## config.mk

```make
export PLATFORM = sky130hd
export DESIGN_NAME = plcp_framer
export DESIGN_NICKNAME = d
export VERILOG_FILES = /design/src/rtl/plcp_framer.sv
export SDC_FILE = /design/constraint.sdc
export NUM_CORES = 1
export LEC_CHECK = 0
export CAP_MARGIN = 10
export CORE_MARGIN = 2
export CORE_UTILIZATION = 49
export CTS_BUF_LIST = sky130_fd_sc_hd__clkbuf_16
export CTS_CLUSTER_DIAMETER = 30
export DETAILED_ROUTE_END_ITERATION = 8
export MAX_ROUTING_LAYER = met4
export PLACE_DENSITY = 0.7
export SYNTH_ARGS = -nofsm -noshare
export SYNTH_HDL_FRONTEND = slang
export SYNTH_SLANG_ARGS = --single-unit
```

## constraint.sdc

```tcl
create_clock -name clock -period 6.2 [get_ports clock]
set_input_delay 1.24 -clock clock [delete_from_list [all_inputs] [get_ports clock]]
set_output_delay 1.24 -clock clock [all_outputs]
set_load 0.02 [all_outputs]
```

## src/rtl/plcp_framer.sv

```systemverilog
// Serial 802.11b long-preamble PLCP framer: SYNC, SFD, SIGNAL/SERVICE/LENGTH + CRC-16,
// then PSDU bytes from a one-entry holding buffer, one bit per trigger strobe, LSB first.
//
// state     | meaning
// S_IDLE    | waiting for an accepted start
// S_SYNC    | emitting SYNC_BITS ones
// S_SFD     | emitting 16'hF3A0, bit 0 first
// S_HDR     | emitting SIGNAL, SERVICE, LENGTH, then the complemented CRC-16
// S_PAYLOAD | emitting PSDU bytes, LSB first
// S_STOP    | final bit is on the line; the next strobe closes the frame
module plcp_framer #(
    parameter int         SYNC_BITS    = 128,
    parameter logic [7:0] SIGNAL_CODE  = 8'h0A,
    parameter logic [7:0] SERVICE_CODE = 8'h00
) (
    input  logic        clock,
    input  logic        reset,
    input  logic        trigger,
    input  logic        start,
    input  logic [15:0] length_us,
    input  logic [11:0] payload_bytes,
    input  logic [7:0]  byte_data,
    input  logic        byte_valid,
    output logic        byte_ready,
    output logic        output_data,
    output logic        output_valid,
    output logic        busy,
    output logic        frame_done,
    output logic        underrun
);

    localparam int CW = ($clog2(SYNC_BITS) > 6) ? $clog2(SYNC_BITS) : 6;

    localparam logic [2:0] S_IDLE    = 3'd0;
    localparam logic [2:0] S_SYNC    = 3'd1;
    localparam logic [2:0] S_SFD     = 3'd2;
    localparam logic [2:0] S_HDR     = 3'd3;
    localparam logic [2:0] S_PAYLOAD = 3'd4;
    localparam logic [2:0] S_STOP    = 3'd5;

    localparam logic [15:0]   SFD_WORD  = 16'hF3A0;
    localparam logic [15:0]   CRC_POLY  = 16'h1021;
    localparam logic [CW-1:0] SYNC_LAST = CW'(SYNC_BITS - 1);
    localparam logic [CW-1:0] SFD_LAST  = CW'(15);
    localparam logic [CW-1:0] HDR_LAST  = CW'(47);

    logic [2:0]    state;
    logic [CW-1:0] bit_cnt;
    logic [15:0]   crc;
    logic [15:0]   length_q;
    logic [11:0]   byte_left;
    logic [11:0]   fetch_left;
    logic [7:0]    hold_buf;
    logic          buf_full;
    logic [7:0]    shift_reg;

    logic [31:0] hdr_word;
    logic        xfer;
    logic        step;
    logic        boundary;
    logic        starve;
    logic        start_ok;
    logic        hdr_bit;
    logic        crc_fb;
    logic [7:0]  byte_now;

    assign hdr_word   = {length_q, SERVICE_CODE, SIGNAL_CODE};
    assign busy       = (state != S_IDLE);
    assign byte_ready = ((state == S_HDR) || (state == S_PAYLOAD)) && !buf_full
                        && (fetch_left != 12'd0);
    assign xfer       = byte_valid & byte_ready;
    // frame_done marks the first IDLE cycle, in which a new start is still refused
    assign start_ok   = start && (state == S_IDLE) && !frame_done;
    assign step       = trigger && busy;
    assign boundary   = step && (state == S_PAYLOAD) && (bit_cnt[2:0] == 3'd0);
    assign starve     = boundary && !buf_full && !xfer;
    // a byte arriving on the boundary strobe itself bypasses the empty buffer
    assign byte_now   = buf_full ? hold_buf : (xfer ? byte_data : 8'h00);
    assign hdr_bit    = hdr_word[bit_cnt[4:0]];
    assign crc_fb     = crc[15] ^ hdr_bit;

    always_ff @(posedge clock or posedge reset) begin
        if (reset) begin
            state        <= S_IDLE;
            bit_cnt      <= '0;
            crc          <= 16'hFFFF;
            length_q     <= '0;
            byte_left    <= '0;
            fetch_left   <= '0;
            hold_buf     <= '0;
            buf_full     <= 1'b0;
            shift_reg    <= '0;
            output_data  <= 1'b0;
            output_valid <= 1'b0;
            frame_done   <= 1'b0;
            underrun     <= 1'b0;
        end else begin
            frame_done <= 1'b0;
            if (start_ok) begin
                state      <= S_SYNC;
                bit_cnt    <= '0;
                crc        <= 16'hFFFF;
                length_q   <= length_us;
                byte_left  <= payload_bytes;
                fetch_left <= payload_bytes;
                buf_full   <= 1'b0;
                underrun   <= 1'b0;
            end else begin
                // a starved slot consumes one fetch so late bytes land in the next slot
                if (xfer || starve) begin
                    fetch_left <= fetch_left - 12'd1;
                end
                if (boundary) begin
                    buf_full <= 1'b0;
                end else if (xfer) begin
                    buf_full <= 1'b1;
                    hold_buf <= byte_data;
                end

                if (step) begin
                    output_valid <= 1'b1;
                    case (state)
                        S_SYNC: begin
                            output_data <= 1'b1;
                            if (bit_cnt == SYNC_LAST) begin
                                bit_cnt <= '0;
                                state   <= S_SFD;
                            end else begin
                                bit_cnt <= bit_cnt + CW'(1);
                            end
                        end
                        S_SFD: begin
                            output_data <= SFD_WORD[bit_cnt[3:0]];
                            if (bit_cnt == SFD_LAST) begin
                                bit_cnt <= '0;
                                state   <= S_HDR;
                            end else begin
                                bit_cnt <= bit_cnt + CW'(1);
                            end
                        end
                        S_HDR: begin
                            if (!bit_cnt[5]) begin
                                output_data <= hdr_bit;
                                crc <= {crc[14:0], 1'b0} ^ (crc_fb ? CRC_POLY : 16'h0000);
                            end else begin
                                output_data <= ~crc[15];
                                crc <= {crc[14:0], 1'b1};
                            end
                            if (bit_cnt == HDR_LAST) begin
                                bit_cnt <= '0;
                                state   <= (byte_left == 12'd0) ? S_STOP : S_PAYLOAD;
                            end else begin
                                bit_cnt <= bit_cnt + CW'(1);
                            end
                        end
                        S_PAYLOAD: begin
                            if (bit_cnt[2:0] == 3'd0) begin
                                output_data <= byte_now[0];
                                shift_reg   <= {1'b0, byte_now[7:1]};
                                if (starve) begin
                                    underrun <= 1'b1;
                                end
                            end else begin
                                output_data <= shift_reg[0];
                                shift_reg   <= {1'b0, shift_reg[7:1]};
                            end
                            if (bit_cnt[2:0] == 3'd7) begin
                                bit_cnt   <= '0;
                                byte_left <= byte_left - 12'd1;
                                if (byte_left == 12'd1) begin
                                    state <= S_STOP;
                                end
                            end else begin
                                bit_cnt <= bit_cnt + CW'(1);
                            end
                        end
                        S_STOP: begin
                            output_data  <= 1'b0;
                            output_valid <= 1'b0;
                            frame_done   <= 1'b1;
                            state        <= S_IDLE;
                        end
                        default: begin
                            state <= S_IDLE;
                        end
                    endcase
                end
            end
        end
    end

endmodule

```

==> qor.tcl, run 1 <==
set qor(cts.path.max_buffers) 2
set qor(critical_path.cell_chain) {or3b_1 > a21oi_2 > and2_1 > clkdlybuf4s50_1}
set qor(post-route-drc-count) 0
set qor(n_fill_cell) 842
set qor(async_flop_share) 1.00
set qor(setup_violations) 0
set qor(critical_path.top_delay_family) {simple AND/OR/NAND/NOR gates}
set qor(die_height_um) 102
set qor(grt_setup_unrepaired) {false}
set qor(vias) 3644
set qor(path_clk_slew_ns) 0.06
set qor(crit_path_start_kind) {flop}
set qor(drt-vias-per-instance) 5.47
set qor(clk_latency_ns) 0.33
set qor(layout_worst_path_cycle_share) 0.591
set qor(ff_to_ff_start) {state[0]}
set qor(cts_buffers) 9
set qor(grt_use_total) 0.211
set qor(achievable-frequency_mhz) 273
set qor(grt_pass1_vias) 3609
set qor(grt_antenna_before_repair) 0
set qor(io_pins) 47
set qor(timing_worst_setup_path_type) {flop to primary output}
set qor(n_antenna_cell) 0
set qor(cts_tree) {yes}
set qor(min_to) {shift_reg[1]}
set qor(max_cap_viol_count) 0
set qor(reg_top3) {crc x16, length_q x16}
set qor(synthToLayoutAreaGrowth_pct) 15.2
set qor(grt_max_degree) 56
set qor(worst_reg2reg_setup_slack_ns) 3.61
set qor(synth_flop_cell) {sky130_fd_sc_hd__dfrtp_1}
set qor(hold_depth) 2
set qor(detailedRoute.firstPassIterationCount) 4
set qor(num-nets-final) 581
set qor(hold_viol) 0
set qor(worst_slew_pin_slew_ns) 0.921
set qor(timing_max_transition_violations_final) 0
set qor(pwr_per_cell_area_nw_per_um2) 444
set qor(totalNegativeSetupSlack_ns) 0
set qor(fin_worst_skew_ns) 0.00627
set qor(routability_driven_placement_congestion_ratio) 0.883
set qor(clock_tree.htree_level_count) 3
set qor(critPathArrivalTime_ns) 2.42
set qor(time_the_final_worst_path_needs_with_i_o_delays_and_setup_ns) 3.66
set qor(most_common_cell_after_layout_fill_and_taps_aside) {sky130_fd_sc_hd__nand2_1}
set qor(total_power_w) 0.00240
set qor(syn_area_per_cell_um2) 9.35
set qor(worst_hold_path_type) {flop to flop}
set qor(dieArea_um2) 10400
set qor(timing.hold.worst.start) {shift_reg[1]}
set qor(final_cell_mix) {84 x sky130_fd_sc_hd__nand2_1, 70 x sky130_fd_sc_hd__dfrtp_1, 53 x sky130_fd_sc_hd__nor2_1}
set qor(worst-path-stages) 4
set qor(globalRouteOverflowTotal) 0
set qor(worst-path-buf-inv) 1
set qor(design.core.area_um2) 9280
set qor(setup_crit_end_kind) {primary output}
set qor(postCtsResizedCells) 0
set qor(clock-sinks) 86
set qor(ys_seq_elements) 86
set qor(timing.max_slew.rel_slack) 0.386
set qor(run_status) {finished clean}
set qor(start_util) 0.506
set qor(placement.io_buffers) 46
set qor(hpwl_um) 6800
set qor(post_synthesis_sequential_area_ratio) 0.463
set qor(reg2regPathDepth) 5
set qor(detail_route.iter0.violations) 245
set qor(clock_tree.root_cell) {sky130_fd_sc_hd__clkbuf_16}
set qor(number_of_enable_type_register_cells_in_the_synthesized_netlist) 0
set qor(post_route_cells_drive_above_1_share) 0.104
set qor(synth.cell_area_um2) 4690
set qor(dp_cells) 650
set qor(cp_max_fo) 20
set qor(cpPeakStageDelay_ns) 0.60
set qor(dieWidth_um) 102
set qor(seq_area_um2) 2170
set qor(vdd.ir_drop.worst_v) 0.000206
set qor(cell_row_count) 35
set qor(global_route_wire_length_before_repair_um) 16900
set qor(totalWireLength_um) 9820
set qor(cts_hold_buffers) 0
set qor(regToRegEndpoint) {hold_buf[4]}
set qor(leakage_nw) 2.18
set qor(multi_input_comb_area_um2) 2270
set qor(netlist_instances) 502
set qor(postCtsSetupBuffers) 0
set qor(critical_path_required_ns) 4.96
set qor(fin_cells) 666
set qor(post_drt_wl_per_cell_um) 14.7
set qor(critPathSlowestCell) {sky130_fd_sc_hd__clkdlybuf4s50_1}
set qor(postSynthNetCount) 551
set qor(netlist-cell-type-count) 68
set qor(route.antenna.remaining_nets) 0
set qor(yosysWarnings) 0
routing by layer:
layer  routed length [um]  global-route usage
met5                    0                   -
met4                  159              0.0810
met3                  409              0.0376
met2                 4610               0.328
met1                 4650               0.279
tightest hold or removal path, stage by stage, from the launching register on:
cell                      delay (ns)
sky130_fd_sc_hd__dfrtp_1        0.34
sky130_fd_sc_hd__nand2_1        0.04
sky130_fd_sc_hd__o21ai_0        0.06
layout make-up:
type	count	share of cell area
multi-input combinational	375	0.420
timing repair buffer	49	0.0894
tap	129	0.0299
sequential	86	0.402
inverter	11	0.00787
clock buffer	9	0.0417
clock inverter	7	0.00972
cell families after synthesis:
group | share of synthesized area
muxes | 0.0421
xor gates and xnor gates | 0.0485
DFF | 0.463
adders and majority gates | 0.0213
AOI/OAI and AO/OA | 0.143
buffers and inverters | 0.0549
and+or+nand+nor | 0.228
Yosys cell counts (2+ instances only):
cell type | instances | area [um2]
sky130_fd_sc_hd__o21ai_0 | 43 | 215
sky130_fd_sc_hd__xnor2_1 | 12 | 105
sky130_fd_sc_hd__and2_1 | 2 | 12.5
sky130_fd_sc_hd__nand2_1 | 84 | 315
sky130_fd_sc_hd__buf_6 | 2 | 22.5
sky130_fd_sc_hd__mux2_2 | 9 | 101
sky130_fd_sc_hd__buf_1 | 3 | 11.3
sky130_fd_sc_hd__a21o_1 | 2 | 15.0
sky130_fd_sc_hd__ha_1 | 8 | 100
sky130_fd_sc_hd__a31oi_1 | 3 | 18.8
sky130_fd_sc_hd__buf_2 | 3 | 15.0
sky130_fd_sc_hd__buf_4 | 3 | 22.5
sky130_fd_sc_hd__nor2_1 | 53 | 199
sky130_fd_sc_hd__or3_1 | 5 | 31.3
sky130_fd_sc_hd__o21a_1 | 2 | 15.0
sky130_fd_sc_hd__inv_1 | 11 | 41.3
sky130_fd_sc_hd__nor3b_1 | 4 | 30.0
sky130_fd_sc_hd__a21oi_1 | 35 | 175
sky130_fd_sc_hd__nand3b_1 | 5 | 37.5
sky130_fd_sc_hd__a211oi_1 | 3 | 22.5
sky130_fd_sc_hd__mux4_2 | 2 | 45.0
sky130_fd_sc_hd__nand3_1 | 7 | 35.0
sky130_fd_sc_hd__nand4_1 | 3 | 18.8
sky130_fd_sc_hd__nor2b_1 | 5 | 31.3
sky130_fd_sc_hd__a22oi_1 | 2 | 15.0
sky130_fd_sc_hd__clkbuf_1 | 15 | 56.3
sky130_fd_sc_hd__nand2b_1 | 2 | 12.5
sky130_fd_sc_hd__a221o_1 | 6 | 60.1
sky130_fd_sc_hd__nor4_1 | 5 | 31.3
sky130_fd_sc_hd__or3b_2 | 3 | 26.3
sky130_fd_sc_hd__nor3_1 | 16 | 80.1
sky130_fd_sc_hd__dfstp_2 | 16 | 420
sky130_fd_sc_hd__bufbuf_16 | 2 | 65.1
sky130_fd_sc_hd__xor2_1 | 14 | 123
sky130_fd_sc_hd__dfrtp_1 | 70 | 1750
sky130_fd_sc_hd__mux2i_1 | 4 | 40.0
sky130_fd_sc_hd__or4b_1 | 2 | 20.0
sky130_fd_sc_hd__or4_4 | 2 | 22.5
sky130_fd_sc_hd__and3_1 | 5 | 31.3
report_power, final:
part           switching [W]  leakage, nW  internal (W)  total (W)
logic               0.000468         1.02      0.000398   0.000867
registers           0.000222         1.02      0.000808    0.00103
clock network       0.000200        0.146      0.000303   0.000504
per-stage QoR:
| stage | util | hold WS, ns | cell area [um2] | setup WS, ns |
|---|---|---|---|---|
| after floorplan | - | 0.440 | 4690 | 2.76 |
| after global placement | 0.552 | 0.455 | 5130 | 2.54 |
| after detailed placement | 0.552 | 0.466 | 5130 | 2.44 |
| after CTS | 0.582 | 0.480 | 5410 | 2.52 |
| after global routing | 0.582 | 0.495 | 5410 | 2.43 |
| final | 0.582 | 0.479 | 5410 | 2.54 |
how the worst max path moves through the flow:
stage / startpoint / end
floorplan: reset / bit_cnt[0]
global placement: trigger / fetch_left[6]
detailed placement: trigger / fetch_left[6]
CTS: state[0] / byte_ready
global route: state[0] / byte_ready
finish: state[0] / byte_ready
Note: power is estimated with default switching activity, not from simulation.
==> run 2, diff against run 1 <==
==> constraint.sdc (replaced) <==
create_clock -name clock -period 3.5 [get_ports clock]
set_input_delay 0.7 -clock clock [delete_from_list [all_inputs] [get_ports clock]]
set_output_delay 0.7 -clock clock [all_outputs]
set_load 0.02 [all_outputs]
==> qor.tcl, run 2 (synthesis gave the netlist of run 1 again) <==
set qor(run_status) {finished clean}
set qor(critical_path_required_ns) 2.80
set qor(most_common_cell_after_layout_fill_and_taps_aside) {sky130_fd_sc_hd__nand2_1}
set qor(post_route_cells_drive_above_1_share) 0.119
set qor(worst_slew_pin_slew_ns) 0.751
set qor(vdd.ir_drop.worst_v) 0.000350
set qor(detailedRoute.firstPassIterationCount) 4
set qor(n_antenna_cell) 0
set qor(reg_top3) {crc x16, length_q x16}
set qor(hpwl_um) 6920
set qor(cell_row_count) 35
set qor(cts.path.max_buffers) 2
set qor(hold_viol) 0
set qor(crit_path_start_kind) {flop}
set qor(dieArea_um2) 10400
set qor(post-route-drc-count) 0
set qor(num-nets-final) 583
set qor(vias) 3610
set qor(postLayoutCoreUtil) 0.586
set qor(timing.max_slew.rel_slack) 0.499
set qor(layout_worst_path_cycle_share) 0.890
set qor(grt_antenna_before_repair) 0
set qor(clk_latency_ns) 0.34
set qor(grt_pass1_vias) 3591
set qor(pwr_per_cell_area_nw_per_um2) 786
set qor(drt-vias-per-instance) 5.40
set qor(start_util) 0.506
set qor(synthToLayoutAreaGrowth_pct) 16.0
set qor(post-place-ws_ns) 0.613
set qor(placement.io_buffers) 46
set qor(cts_buffers) 9
set qor(time_the_final_worst_path_needs_with_i_o_delays_and_setup_ns) 3.12
set qor(worst_reg2reg_setup_slack_ns) 0.80
set qor(max_cap_viol_count) 0
set qor(grt_use_total) 0.210
set qor(timing_worst_setup_path_type) {flop to primary output}
set qor(path_clk_slew_ns) 0.07
set qor(postLayoutSetupSlackWorst_ns) 0.384
set qor(clock-sinks) 86
set qor(dieWidth_um) 102
set qor(post_drt_wl_per_cell_um) 14.7
set qor(grt_max_degree) 50
set qor(detail_route.iter0.violations) 168
set qor(final_cell_mix) {84 x sky130_fd_sc_hd__nand2_1, 70 x sky130_fd_sc_hd__dfrtp_1, 53 x sky130_fd_sc_hd__nor2_1}
set qor(p_sw_frac) 0.384
set qor(critPathArrivalTime_ns) 2.42
set qor(fin_worst_skew_ns) 0.00763
set qor(routability_driven_placement_congestion_ratio) 0.835
set qor(switchingPower_w) 0.00164
set qor(cp_max_fo) 20
set qor(n_fill_cell) 856
set qor(clock_tree.htree_level_count) 3
set qor(cts_tree) {yes}
set qor(cell_internal_pwr_w) 0.00264
set qor(postCtsResizedCells) 0
set qor(design.core.area_um2) 9280
set qor(seq_power_share) 0.425
set qor(power_frac_comb) 0.359
set qor(io_pins) 47
set qor(grt_setup_unrepaired) {false}
set qor(die_height_um) 102
set qor(clock_power_share) 0.217
set qor(globalRouteOverflowTotal) 0
set qor(totalWireLength_um) 9800
set qor(totalNegativeSetupSlack_ns) 0
set qor(setup_violations) 0
set qor(postCtsSetupBuffers) 0
set qor(clock_tree.root_cell) {sky130_fd_sc_hd__clkbuf_16}
set qor(leakage_nw) 2.19
set qor(timing_max_transition_violations_final) 0
set qor(cts_hold_buffers) 0
set qor(route.antenna.remaining_nets) 0
set qor(worst_hold_path_type) {flop to flop}
set qor(achievable-frequency_mhz) 321
set qor(setup_crit_end_kind) {primary output}
set qor(global_route_wire_length_before_repair_um) 16800
-- run 2: changes by cell type in the layout (fill, tap and decap cells not counted) --
| cell | previous run | this run |
|---|---|---|
| sky130_fd_sc_hd__clkinvlp_4 | 0 | 1 |
| sky130_fd_sc_hd__inv_6 | 0 | 4 |
| sky130_fd_sc_hd__buf_4 | 3 | 4 |
| sky130_fd_sc_hd__inv_1 | 13 | 10 |
| sky130_fd_sc_hd__clkinv_4 | 0 | 1 |
| sky130_fd_sc_hd__buf_12 | 0 | 1 |
| sky130_fd_sc_hd__bufinv_16 | 1 | 0 |
| sky130_fd_sc_hd__clkinv_1 | 3 | 0 |
| sky130_fd_sc_hd__inv_8 | 0 | 1 |
-- run 2: critical path, cell delays in order (launching register included) --
cell and delay [ns]:
sky130_fd_sc_hd__dfrtp_1 0.58, sky130_fd_sc_hd__or3b_1 0.50, sky130_fd_sc_hd__a21oi_2 0.24, sky130_fd_sc_hd__and2_1 0.16, sky130_fd_sc_hd__clkdlybuf4s50_1 0.60
-- run 2: area by class of cell --
class	instances	area, um2	area share
Multi-Input combinational cell	375	2270	0.417
Sequential cell	86	2170	0.399
Timing Repair Buffer	51	510	0.0938
Clock buffer	9	225	0.0414
Tap cell	129	161	0.0297
Clock inverter	7	62.6	0.0115
Inverter	11	42.5	0.00782
-- run 2: worst paths after layout --
check,start,endpoint,depth (start not counted)
max,state[0],byte_ready,4
min,length_q[15],length_q[15],2
max reg2reg,state[0],hold_buf[4],4
min reg2reg,length_q[15],length_q[15],2
max in group asynchronous,reset,hold_buf[6],3
min in group asynchronous,reset,length_q[2],2
-- run 2: through the flow --
step                      cell area, um2  hold slack, ns  cells  total power, W
after global placement              5150           0.457    652         0.00330
after global routing                5440           0.508    668         0.00461
after CTS                           5440           0.480    668         0.00431
after floorplan                     4690           0.440    502         0.00301
final                               5440           0.477    668         0.00428
after detailed placement            5150           0.464    652         0.00337
-- run 2: power groups by stage --
stage	Combinational [W]	Clock, W	Sequential, W
after global placement	0.00149	0	0.00181
after detailed placement	0.00154	0	0.00183
final	0.00153	0.000927	0.00182
after global routing	0.00174	0.000986	0.00189
after floorplan	0.00133	0	0.00168
after CTS	0.00155	0.000942	0.00182
-- run 2: layer usage --
layer / part of all wire / GRT usage / vias up
met5: 0 / - / -
li1: - / - / 1819
met2: 0.48 / 0.338 / 58
met4: 0.0092 / 0.0646 / 0
met3: 0.033 / 0.0267 / 11
met1: 0.48 / 0.280 / 1722
